**config.mk**
```make
export PLATFORM = sky130hd
export DESIGN_NAME = pipe_scroller
export DESIGN_NICKNAME = d
export VERILOG_FILES = /design/src/rtl/flappy_pkg.sv /design/src/rtl/pipe_scroller_lfsr16.sv /design/src/rtl/pipe_scroller.sv
export SDC_FILE = /design/constraint.sdc
export NUM_CORES = 1
export LEC_CHECK = 0
export CAP_MARGIN = 0
export CORE_UTILIZATION = 47
export DETAILED_ROUTE_END_ITERATION = 10
export PLACE_DENSITY = 0.71
export SLEW_MARGIN = 20
export SYNTH_ARGS = -nofsm -noshare
export SYNTH_HDL_FRONTEND = slang
export SYNTH_SLANG_ARGS = --single-unit
```
**constraint.sdc**
```tcl
create_clock -name ClkPort -period 3.85 [get_ports ClkPort]
set_input_delay 1.155 -clock ClkPort [delete_from_list [all_inputs] [get_ports ClkPort]]
set_output_delay 1.155 -clock ClkPort [all_outputs]
set_load 0.05 [all_outputs]
```
**src/rtl/flappy_pkg.sv**
```systemverilog
// Shared Flappy constants and the game state encoding used by the scroller, VGA stage and bird logic.
package flappy_pkg;

    localparam int SCREEN_W  = 640;
    localparam int SCREEN_H  = 480;
    localparam int PIPE_W    = 80;
    localparam int BIRD_X    = 160;
    localparam int SPACING   = 160;
    localparam int NUM_PIPES = 4;

    typedef enum logic [1:0] {
        IDLE   = 2'd0,
        RUN    = 2'd1,
        FROZEN = 2'd2
    } state_t;

    // Start-of-game left edge of pipe idx: the first pipe sits two pitches in.
    function automatic logic [9:0] pipe_home_x(input int idx, input int spacing);
        return 10'((idx + 2) * spacing);
    endfunction

endpackage

```
**src/rtl/pipe_scroller_lfsr16.sv**
```systemverilog
// 16-bit Fibonacci LFSR (taps 16,14,13,11), shifting left one step per enabled cycle.
module lfsr16 #(
    parameter logic [15:0] SEED = 16'hACE1
) (
    input  logic        clk,
    input  logic        rst_n,
    input  logic        en,
    output logic [15:0] state
);

    logic [15:0] state_q;
    logic [15:0] state_d;
    logic        feedback;

    always_comb begin
        feedback = state_q[15] ^ state_q[13] ^ state_q[12] ^ state_q[10];
        state_d  = en ? {state_q[14:0], feedback} : state_q;
    end

    always_ff @(posedge clk or negedge rst_n) begin
        if (!rst_n) begin
            state_q <= SEED;
        end else begin
            state_q <= state_d;
        end
    end

    assign state = state_q;

endmodule

```
**src/rtl/pipe_scroller.sv**
```systemverilog
// Scrolls and recycles the four Flappy pipe columns and counts pipes passed.
// Optional: define PIPE_SPEEDUP_EN to raise the scroll step with the score.
module pipe_scroller #(
    parameter int          SCREEN_W  = flappy_pkg::SCREEN_W,
    parameter int          SPACING   = flappy_pkg::SPACING,
    parameter int          PIPE_W    = flappy_pkg::PIPE_W,
    parameter int          STEP      = 2,
    parameter int          STEP_MAX  = 6,
    parameter int          BIRD_X    = flappy_pkg::BIRD_X,
    parameter int          GAP_MIN   = 120,
    parameter int          GAP_RANGE = 256,
    parameter int          Y_INIT    = 240,
    parameter logic [15:0] LFSR_SEED = 16'hACE1
) (
    input  logic       ClkPort,
    input  logic       reset_n,
    input  logic       frame_tick,
    input  logic       start,
    input  logic       crash,
    output logic [9:0] X_Edge_O1,
    output logic [9:0] X_Edge_O2,
    output logic [9:0] X_Edge_O3,
    output logic [9:0] X_Edge_O4,
    output logic [9:0] Y_Edge_O1,
    output logic [9:0] Y_Edge_O2,
    output logic [9:0] Y_Edge_O3,
    output logic [9:0] Y_Edge_O4,
    output logic [7:0] score,
    output logic       score_tick,
    output logic       running
);

    import flappy_pkg::*;

    localparam logic [10:0] SCREEN_W11 = 11'(SCREEN_W);
    localparam logic [10:0] PIPE_W11   = 11'(PIPE_W);
    localparam logic [10:0] BIRD_X11   = 11'(BIRD_X);
    localparam logic [15:0] GAP_MIN16  = 16'(GAP_MIN);
    localparam logic [15:0] GAP_MASK16 = 16'(GAP_RANGE - 1);
    localparam logic [9:0]  Y_INIT10   = 10'(Y_INIT);

    if (STEP_MAX < STEP || LFSR_SEED == 16'h0000 || GAP_RANGE > 256 ||
        (GAP_RANGE & (GAP_RANGE - 1)) != 0) begin : g_param_check
        $error("pipe_scroller: inconsistent parameter set");
    end

    state_t      state_q, state_d;
    logic        load_layout, do_move;
    logic        running_q, running_d;
    logic [9:0]  x_q [NUM_PIPES];
    logic [9:0]  x_d [NUM_PIPES];
    logic [9:0]  y_q [NUM_PIPES];
    logic [9:0]  y_d [NUM_PIPES];
    logic [7:0]  score_q, score_d;
    logic        score_tick_q, score_tick_d;
    logic [15:0] lfsr_state;
    logic [10:0] step;
    logic [10:0] gap_y;
    logic        any_pass;

    function automatic logic [7:0] sat_inc8(input logic [7:0] v);
        return (v == 8'hFF) ? v : v + 8'd1;
    endfunction

    lfsr16 #(.SEED(LFSR_SEED)) u_lfsr (
        .clk   (ClkPort),
        .rst_n (reset_n),
        .en    (do_move),
        .state (lfsr_state)
    );

    always_ff @(posedge ClkPort or negedge reset_n) begin
        if (!reset_n) begin
            state_q <= IDLE;
        end else begin
            state_q <= state_d;
        end
    end

    always_comb begin
        state_d = state_q;
        unique case (state_q)
            IDLE:    if (start) state_d = RUN;
            RUN:     if (crash) state_d = FROZEN;
            FROZEN:  if (start) state_d = RUN;
            default: state_d = IDLE;
        endcase
    end

    // crash outranks frame_tick, so a crashing frame never moves or scores.
    always_comb begin
        load_layout = (state_q != RUN) && start;
        do_move     = (state_q == RUN) && frame_tick && !crash;
        running_d   = (state_d == RUN);
    end

`ifdef PIPE_SPEEDUP_EN
    logic [10:0] step_raw;
    always_comb begin
        step_raw = 11'(STEP) + {6'd0, score_q[7:3]};
        step     = (step_raw > 11'(STEP_MAX)) ? 11'(STEP_MAX) : step_raw;
    end
`else
    assign step = 11'(STEP);
`endif

    always_comb begin
        logic [10:0] x_old, x_mv, x_rc;
        // Mask over the full LFSR word; GAP_RANGE <= 256 keeps only lfsr[7:0].
        gap_y        = 11'(GAP_MIN16 + (lfsr_state & GAP_MASK16));
        any_pass     = 1'b0;
        score_d      = score_q;
        score_tick_d = 1'b0;
        for (int i = 0; i < NUM_PIPES; i++) begin
            x_d[i] = x_q[i];
            y_d[i] = y_q[i];
            x_old  = {1'b0, x_q[i]};
            x_mv   = x_old - step;
            x_rc   = x_old + SCREEN_W11 - step;
            if (load_layout) begin
                x_d[i] = pipe_home_x(i, SPACING);
                y_d[i] = Y_INIT10;
            end else if (do_move) begin
                if (x_old < step) begin
                    x_d[i] = 10'(x_rc);
                    y_d[i] = 10'(gap_y);
                end else begin
                    x_d[i] = 10'(x_mv);
                    if ((x_old + PIPE_W11 >= BIRD_X11) && (x_mv + PIPE_W11 < BIRD_X11)) begin
                        any_pass = 1'b1;
                    end
                end
            end
        end
        if (load_layout) begin
            score_d = 8'd0;
        end else if (do_move && any_pass) begin
            score_d      = sat_inc8(score_q);
            score_tick_d = (score_d != score_q);
        end
    end

    always_ff @(posedge ClkPort or negedge reset_n) begin
        if (!reset_n) begin
            running_q    <= 1'b0;
            score_q      <= 8'd0;
            score_tick_q <= 1'b0;
            for (int i = 0; i < NUM_PIPES; i++) begin
                x_q[i] <= pipe_home_x(i, SPACING);
                y_q[i] <= Y_INIT10;
            end
        end else begin
            running_q    <= running_d;
            score_q      <= score_d;
            score_tick_q <= score_tick_d;
            for (int i = 0; i < NUM_PIPES; i++) begin
                x_q[i] <= x_d[i];
                y_q[i] <= y_d[i];
            end
        end
    end

    assign X_Edge_O1  = x_q[0];
    assign X_Edge_O2  = x_q[1];
    assign X_Edge_O3  = x_q[2];
    assign X_Edge_O4  = x_q[3];
    assign Y_Edge_O1  = y_q[0];
    assign Y_Edge_O2  = y_q[1];
    assign Y_Edge_O3  = y_q[2];
    assign Y_Edge_O4  = y_q[3];
    assign score      = score_q;
    assign score_tick = score_tick_q;
    assign running    = running_q;

endmodule

```
After elaboration in Yosys (flattened, before gate mapping):

Index checks and enable logic that the tools add are counted.

* input port bits: 5
* word-level logic and storage cells: 125
* flip-flop bits (word level): 108

* eq/ne operators: 6
* mux-type cells: 48
* magnitude comparators: 12
* $add $sub $neg: 22
* bitwise operators: 3
* reduce and logical (&&, ||, !) cells: 21

Operator list (count)
* two-way mux 10 bit: 24
* adder 10 x 7 -> 11 bit (second input constant): 4
* adder 11 x 7 -> 11 bit (second input constant): 4
* greater-or-equal comparator 11 x 8 -> 1 bit (second input constant): 4
* less-than comparator 11 x 8 -> 1 bit (second input constant): 4
* subtractor 10 x 2 -> 11 bit (second input constant): 4
* adder 10 bit (second input constant): 4
* less-than comparator 10 x 2 -> 1 bit (second input constant): 4
* subtractor 10 x 2 -> 10 bit (second input constant): 4
* two-way mux 8 bit: 3
* two-way mux 1 bit: 18
* nonzero test 2 bit: 6
* adder 7 x 8 -> 9 bit (first input constant): 1
* adder 8 x 1 -> 8 bit (second input constant): 1
* equality test 8 bit (second input constant): 1
* logical AND 1 bit: 8
* != test 8 bit: 1
* AND reduction 2 bit: 4
* equality test 2 x 1 -> 1 bit (second input constant): 2
* two-way mux 2 bit: 2
* case mux 2 bit (2 select lines): 1
* XOR 1 bit: 3
* equality test 2 bit (second input constant): 1
* zero test 2 bit: 1
* other kinds (3): 3

Depth between registers and ports, before layout:

Gate-level depths: netlist of the first run.

* depth after elaboration: 23
* mapped depth: 15

Cells and area by module:

Synthesis of the first run repeated with hierarchy kept, for this count alone.

* cells, all modules: 672
* area, all modules: 6140.9 µm²

By module, submodules not included
* pipe_scroller: cells each 634, instances 1, area each 5465.2 µm², seq. area each 2135.8 µm²
* lfsr16: cells each 38, instances 1, area each 675.6 µm², seq. area each 410.4 µm²

Worst setup path before layout of the first run:

No wires, ideal clock.

* path kind: register to register
* from: register x_q, in the netlist X_Edge_O2[2]
* to: register score_q[5], in the netlist score[5]
* cell stages (with the launch flop): 15
* buffers on the path: 1
* clock period less this slack: 3.764 ns
* slack: 0.086 ns
* arrival: 3.686 ns
* library setup time: 0.078 ns
* cells stage by stage: dfrtp_1 > inv_1 > ha_1 > or4b_1 > buf_2 > nand2_1 > ha_1 > xnor3_1 > o22ai_1 > mux2i_1 > or4_1 > o211ai_2 > o21ai_2 > or3_1 > a21oi_1

* longest elaborated chain between the ends: 18
* elaborated cells between the ends (all ways): 21

RTL lines
* start, declared: line pipe_scroller.sv:50 `logic [9:0] x_q [NUM_PIPES];`
* start signal, assigned by index: line pipe_scroller.sv:149 `x_q[i] <= pipe_home_x(i, SPACING);`
* start signal, assigned by index: line pipe_scroller.sv:157 `x_q[i] <= x_d[i];`
* subtractor 10 x 2 -> 11 bit: line pipe_scroller.sv:118 `x_mv = x_old - step;`
* adder 11 x 7 -> 11 bit: line pipe_scroller.sv:129 `if ((x_old + PIPE_W11 >= BIRD_X11) && (x_mv + PIPE_W11 < BIRD_X11)) begin`
* less-than comparator 11 x 8 -> 1 bit: line pipe_scroller.sv:129
* logical AND 1 bit: line pipe_scroller.sv:129
* two-way mux 1 bit: line pipe_scroller.sv:129
* two-way mux 1 bit (*): line pipe_scroller.sv:124 `if (x_old < step) begin`
* two-way mux 1 bit (*): line pipe_scroller.sv:123 `end else if (do_move) begin`
* two-way mux 1 bit (*): line pipe_scroller.sv:120 `if (load_layout) begin`
* (+2 left out)
* two-way mux 1 bit: line pipe_scroller.sv:123
* two-way mux 1 bit (*): line pipe_scroller.sv:120
* two-way mux 1 bit: line pipe_scroller.sv:129
* two-way mux 1 bit: line pipe_scroller.sv:124
* two-way mux 1 bit: line pipe_scroller.sv:123
* two-way mux 1 bit (*): line pipe_scroller.sv:120
* logical AND 1 bit (*): line pipe_scroller.sv:137 `end else if (do_move && any_pass) begin`
* nonzero test 2 bit (no source line) (*)
* end signal, assigned: line pipe_scroller.sv:154 `score_q <= score_d;`
* end, declared: line pipe_scroller.sv:54 `logic [7:0] score_q, score_d;`

Every way passes the cells marked *; elsewhere a longest branch is shown, timed or not.
A chain may end at the register's enable or synchronous reset.

Worst setup path in the final report of the first run:

Same ends and word-level chain as after synthesis.

==> impl_metrics.env, run 1 <==
export IMPL_fillers=1081
export IMPL_ys_seq_area_share_pct=40.7
export IMPL_first_pass_iters=6
export IMPL_netlist_area_leader_share_pct=26.0
export IMPL_core_um2=12800
export IMPL_die_height_um=117
export IMPL_p_leak_nw=3.35
export IMPL_pwr_density_cell_nw_per_um2=641
export IMPL_yosysTopAreaCell="dfrtp_1"
export IMPL_synthesis_area_um2=6250
export IMPL_drtIter0Drc=456
export IMPL_clock_sinks=100
export IMPL_routabilityCongestion=0.900
export IMPL_drtAntennaViolNets=0
export IMPL_critPathLaunchType="flop"
export IMPL_synthTopCellsByArea="dfrtp_1 (26%), dfstp_2 (15%), nand2_1 (6.4%)"
export IMPL_register_area_um2=2550
export IMPL_vias=5640
export IMPL_reg2reg_slack_ns=0.22
export IMPL_fin_crit_sh_pct=94.2
export IMPL_grtUsageTotal_pct=24.6
export IMPL_synth_area_per_cell_um2=8.60
export IMPL_required_ns=4.13
export IMPL_hold_path_class="flop to flop"
export IMPL_syn_inst=727
export IMPL_post_cts_buffers=0
export IMPL_worst_r2r_path_depth=13
export IMPL_path_class="flop to flop"
export IMPL_clockBufferDepth=2
export IMPL_grt_antenna_before_repair=1
export IMPL_yosys_warnings=0
export IMPL_max_slew_margin_pct=48.1
export IMPL_clock_root_buffer="clkbuf_16"
export IMPL_cts_made_buffers=9
export IMPL_r2r_end="score[5]$_DFFE_PN0P_"
export IMPL_overflow=0
export IMPL_synth_edf_count=0
export IMPL_fmax_mhz=276
export IMPL_finalWirelength_um=16200
export IMPL_hold_depth=2
export IMPL_synth_seq_cells=100
export IMPL_stdcell_area_um2=7570
export IMPL_worstPathMaxFanout=6
export IMPL_grt_pass1_vias=5417
export IMPL_nets=821
export IMPL_die_x_um=117
export IMPL_setup_viol=0
export IMPL_worst_pin_slew_ns=0.778
export IMPL_rsz0062_at_grt="no"
export IMPL_cp_arrival_ns=3.90
export IMPL_grt_max_degree=60
export IMPL_clk_latency_ns=0.35
export IMPL_ys_flop_type="dfrtp_1"
export IMPL_die_area_um2=13800
export IMPL_vdd_drop_max_mv=0.330
export IMPL_via_per_inst=5.80
export IMPL_fin_hold_ws_ns=0.463
export IMPL_drv_cap=0
export IMPL_finClkSkew_ns=0.00681
export IMPL_fin_crit_ns=3.63
export IMPL_clkTransAtPathRegs_ns=0.07
export IMPL_cts_tree="built"
export IMPL_whs_endpoint="u_lfsr.state[11]$_DFFE_PN1P_"
export IMPL_maxSlewViolCount=0
export IMPL_grt_pass1_wl_um=27500
export IMPL_drc_errors=0
export IMPL_endpoint_kind="flop"
export IMPL_status="finished clean"
export IMPL_area_growth_pct=21.1
export IMPL_num_rows=41
export IMPL_io_buffers=86
export IMPL_final_common_cell="nand2_1"
export IMPL_yosysUniqueCellTypes=76
export IMPL_worstHoldStart="u_lfsr.state[11]$_DFFE_PN1P_"
export IMPL_initial_core_util_pct=49.0
export IMPL_cts_htree_levels=3
export IMPL_synthArstFlopShare_pct=100
export IMPL_worstReg2RegStart="X_Edge_O2[2]$_DFFE_PN0P_"
export IMPL_final_hold_viol_count=0
export IMPL_layout_common_cells="nand2_1 (106), clkdlybuf4s50_1 (85), nor2_1 (78)"
export IMPL_tns_ns=0
export IMPL_post_dp_cell_area_um2=7260
export IMPL_dp_hpwl_um=11400
export IMPL_layout_drive_gt1_share_pct=12.5
export IMPL_wire_per_inst_um=16.7
export IMPL_ios=95
export IMPL_multiInputGateArea_um2=3360
-- state kept, by name, summed over array words and instances, names as in the netlist --
name	count
score	8
X_Edge_O4	9
Y_Edge_O2	9
state_q	2
Y_Edge_O3	9
score_tick	1
X_Edge_O2	9
Y_Edge_O4	9
X_Edge_O1	9
running	1
u_lfsr.state	16
X_Edge_O3	9
Y_Edge_O1	9
-- through the flow --
| stage | cells | power [mW] | utilization (%) | setup WS (ns) |
|---|---|---|---|---|
| after floorplan | 734 | 3.27 | - | 0.0863 |
| after global placement | 955 | 3.82 | 56.8 | 0.289 |
| after detailed placement | 955 | 3.89 | 56.8 | 0.0885 |
| after CTS | 971 | 4.85 | 59.2 | 0.0805 |
| after global routing | 972 | 5.16 | 59.3 | 0.00979 |
| final | 972 | 4.85 | 59.3 | 0.223 |
-- per-layer routing --
metal	GRT usage (%)	wire length (um)	up-vias
met2	40.1	7910	174
met1	32.9	7140	2754
met3	3.21	726	32
li1	-	-	2680
met5	0	0	-
met4	9.82	430	0
-- kinds of logic after synthesis --
family          synth area share (%)
compound gates                  16.7
xor+xnor                        4.84
fa+ha+maj                       4.40
buf+inv                         6.12
flops                           40.7
mux                             3.76
other cells                   0.0600
simple gates                    23.3
-- cell usage after synthesis, types with 6 or more instances --
| cell | number |
|---|---|
| ha_1 | 22 |
| or3_1 | 9 |
| nor4b_1 | 6 |
| mux2i_1 | 19 |
| dfrtp_1 | 65 |
| a21oi_1 | 39 |
| buf_2 | 6 |
| o22ai_1 | 9 |
| inv_1 | 28 |
| nand2_1 | 106 |
| dfstp_2 | 35 |
| o31ai_1 | 7 |
| o211ai_1 | 15 |
| and3_1 | 10 |
| xor2_1 | 7 |
| nand3_1 | 19 |
| clkbuf_1 | 39 |
| nor2_1 | 78 |
| nor3_1 | 18 |
| xnor2_1 | 25 |
| buf_4 | 9 |
| o21ai_0 | 54 |
-- power breakdown --
group          leakage [nW]  switching [mW]  internal [mW]
clock                 0.148           0.429          0.513
sequential             1.26           0.279           1.27
combinational          1.94            1.42          0.942
-- what timing repair did --
| item | CTS | global route |
|---|---|---|
| resized for setup | 0 | 4 |
| hold buffers | 0 | 0 |
| endpoints found under the setup margin | 0 | 6 |
| hold endpoints to repair | 0 | 0 |
-- worst max path at each step --
stage	depth (start not counted)	from	to
after floorplan	14	X_Edge_O2[2]$_DFFE_PN0P_	score[5]$_DFFE_PN0P_
after global placement	13	X_Edge_O2[2]$_DFFE_PN0P_	score[7]$_DFFE_PN0P_
after detailed placement	13	X_Edge_O2[2]$_DFFE_PN0P_	score[7]$_DFFE_PN0P_
after CTS	13	X_Edge_O2[2]$_DFFE_PN0P_	score[7]$_DFFE_PN0P_
after global routing	13	X_Edge_O2[2]$_DFFE_PN0P_	score[5]$_DFFE_PN0P_
final	13	X_Edge_O2[2]$_DFFE_PN0P_	score[5]$_DFFE_PN0P_
-- critical path, cell delays in order, from the launching register on --
cell,delay [ns]
dfrtp_2,0.44
inv_1,0.10
ha_2,0.23
or4b_1,0.47
nand2_1,0.11
ha_2,0.23
xnor3_1,0.34
o22ai_1,0.16
mux2i_1,0.09
or4_1,0.56
o211ai_2,0.20
o21ai_2,0.12
or3_1,0.36
a21oi_1,0.14
-- final cells by class --
cell class              count  share of cell area (%)
multi-input cells         547                    44.4
flip-flops and latches    100                    33.6
repair buffers            108                    13.7
clock buffers               9                    2.97
well taps                 172                    2.84
inverters                  28                    1.39
clock inverters             7                    1.06
diodes                      1                  0.0330
No activity file was read; power rests on OpenSTA's default activity.
==> inputs of run 2 (changes only) <==
- SETUP_SLACK_MARGIN: not set -> 0.15
==> run 2 against run 1 <==
  * Non-clock buffer count unchanged
  * Sequential share of layout area down 0.17 points
  * Die area unchanged
  * Routed wire length down 1.5%
  * Critical path type unchanged
  * Clock skew up 0.0019 ns
  * Critical endpoint unchanged
  * Largest cell class unchanged
  * Sequential cell count unchanged
  * Largest power group unchanged
==> impl_metrics.env, run 2 (same netlist as run 1, synthesis figures left out) <==
export IMPL_p_sw_share_pct=43.7
export IMPL_io_buffers=86
export IMPL_drc_errors=0
export IMPL_die_x_um=117
export IMPL_ios=95
export IMPL_cts_made_buffers=9
export IMPL_maxSlewViolCount=0
export IMPL_final_hold_viol_count=0
export IMPL_final_common_cell="nand2_1"
export IMPL_dp_hpwl_um=11000
export IMPL_endpoint_kind="flop"
export IMPL_required_ns=4.13
export IMPL_tns_ns=0
export IMPL_grtUsageTotal_pct=23.5
export IMPL_drtAntennaViolNets=0
export IMPL_fmax_mhz=282
export IMPL_vias=5564
export IMPL_rsz0062_at_grt="no"
export IMPL_clockBufferDepth=2
export IMPL_clock_sinks=100
export IMPL_die_height_um=117
export IMPL_cp_arrival_ns=3.82
export IMPL_pwr_density_cell_nw_per_um2=645
export IMPL_path_class="flop to flop"
export IMPL_core_um2=12800
export IMPL_area_growth_pct=21.8
export IMPL_drtIter0Drc=499
export IMPL_cp_cell_sequence="inv_2 -> ha_4 -> or4b_4 -> nand2_2 -> ha_4 -> xnor3_1 -> o22ai_1 -> mux2i_1 -> or4_1 -> o211ai_2 -> o21ai_4 -> or3_1 -> a21oi_1"
export IMPL_power_net_switching_mw=2.15
export IMPL_seq_power_share_pct=31.4
export IMPL_layout_common_cells="nand2_1 (105), clkdlybuf4s50_1 (85), nor2_1 (78)"
export IMPL_hold_path_class="flop to flop"
export IMPL_post_dp_cell_area_um2=7250
export IMPL_fin_crit_ns=3.54
export IMPL_die_area_um2=13800
export IMPL_max_slew_margin_pct=56.0
export IMPL_grt_antenna_before_repair=0
export IMPL_crit_slowest_cell="or4_1"
export IMPL_internal_power_mw=2.76
export IMPL_layout_drive_gt1_share_pct=13.1
export IMPL_grt_max_degree=97
export IMPL_stdcell_area_um2=7620
export IMPL_p_leak_nw=3.36
export IMPL_num_rows=41
export IMPL_wire_per_inst_um=16.4
export IMPL_diodes=0
export IMPL_path_common_cell="ha_4"
export IMPL_dp_cells=954
export IMPL_nets=821
export IMPL_first_pass_iters=5
export IMPL_grt_pass1_vias=5214
export IMPL_pwr_share_clk_pct=19.6
export IMPL_worst_pin_slew_ns=0.658
export IMPL_critPathLaunchType="flop"
export IMPL_via_per_inst=5.73
export IMPL_clk_latency_ns=0.35
export IMPL_cts_htree_levels=3
export IMPL_largest_register_ffs=16
export IMPL_vdd_drop_max_mv=0.380
export IMPL_setup_viol=0
export IMPL_finalWirelength_um=16000
export IMPL_cpLargestDelayFamily="simple AND/OR/NAND/NOR gates"
export IMPL_status="finished clean"
export IMPL_finalNonFillerCells=971
export IMPL_crit_buf_inv=1
export IMPL_drv_cap=0
export IMPL_routabilityCongestion=0.915
export IMPL_initial_core_util_pct=49.0
export IMPL_worstPathMaxFanout=7
export IMPL_finClkSkew_ns=0.00868
export IMPL_fin_hold_ws_ns=0.470
export IMPL_grt_pass1_wl_um=26600
export IMPL_fin_crit_sh_pct=92.0
export IMPL_clkTransAtPathRegs_ns=0.08
export IMPL_fin_util_pct=59.6
export IMPL_max_stage_delay_ns=0.55
export IMPL_p_comb_share_pct=49.0
export IMPL_cts_tree="built"
export IMPL_overflow=0
export IMPL_clock_root_buffer="clkbuf_16"
-- run 2: layout make-up --
class                   instances  area (um2)
multi-input cells             547        3400
inverters                      28         105
clock inverters                 7        88.8
clock buffers                   9         225
well taps                     172         215
repair buffers                108        1040
flip-flops and latches        100        2550
fillers                      1083        5160
-- run 2: worst register-to-register path, delay by kind of cell, from the launching register on --
kind,cells,cell delay [ns]
compound gates,4,0.69
xor+xnor,1,0.33
fa+ha+maj,2,0.33
buf+inv,1,0.08
flops,1,0.45
mux,1,0.08
simple gates,4,1.50
-- run 2: path summary, 6_finish.rpt --
| path | endpoint | cells past startpoint | slack [ns] | start |
|---|---|---|---|---|
| min in group asynchronous | X_Edge_O3[1]$_DFFE_PN0P_ | 1 | 0.60 | reset_n |
| setup reg to reg | score[5]$_DFFE_PN0P_ | 13 | 0.31 | X_Edge_O2[1]$_DFFE_PN0P_ |
| max in group asynchronous | Y_Edge_O2[7]$_DFFE_PN1P_ | 2 | 2.55 | reset_n |
| setup / recovery | score[5]$_DFFE_PN0P_ | 13 | 0.31 | X_Edge_O2[1]$_DFFE_PN0P_ |
| hold / removal | u_lfsr.state[15]$_DFFE_PN1P_ | 2 | 0.47 | u_lfsr.state[15]$_DFFE_PN1P_ |
| hold reg to reg | u_lfsr.state[15]$_DFFE_PN1P_ | 2 | 0.47 | u_lfsr.state[15]$_DFFE_PN1P_ |
-- run 2: timing repair --
action | 4_1_cts | 5_1_grt
hold buffers | 0 | 0
pin swaps | 0 | 1
setup endpoints to repair | 2 | 6
setup buffers | 0 | 1
resized for setup | 2 | 8
-- run 2: power by group through the flow --
stage               Combinational, mW  Clock [mW]  Sequential [mW]
CTS                              2.35       0.975             1.54
detailed placement               2.33           0             1.55
floorplan                        1.42           0             1.84
global placement                 2.28           0             1.54
global route                     2.61        1.03             1.58
finish                           2.41       0.965             1.54
-- run 2: per-stage QoR --
stage,total power [mW],worst slack [ns]
2_1_floorplan,3.27,0.187
3_3_place_gp,3.82,0.271
3_5_place_dp,3.88,0.0832
4_1_cts,4.86,0.172
5_1_grt,5.21,0.148
6_report,4.91,0.309
-- run 2: layer usage --
| metal | part of all wire [%] | up-vias | track usage, % |
|---|---|---|---|
| met3 | 4.1 | 19 | 3.94 |
| met5 | 0 | - | 0 |
| met4 | 1.4 | 0 | 6.66 |
| li1 | - | 2676 | - |
| met2 | 49 | 148 | 38.7 |
| met1 | 45 | 2721 | 31.8 |
==> inputs of run 3 (changes only) <==
- CTS_CLUSTER_DIAMETER: not set -> 120
==> results of run 3 <==
Final layout, timing and power as in run 2 (identical DEF).
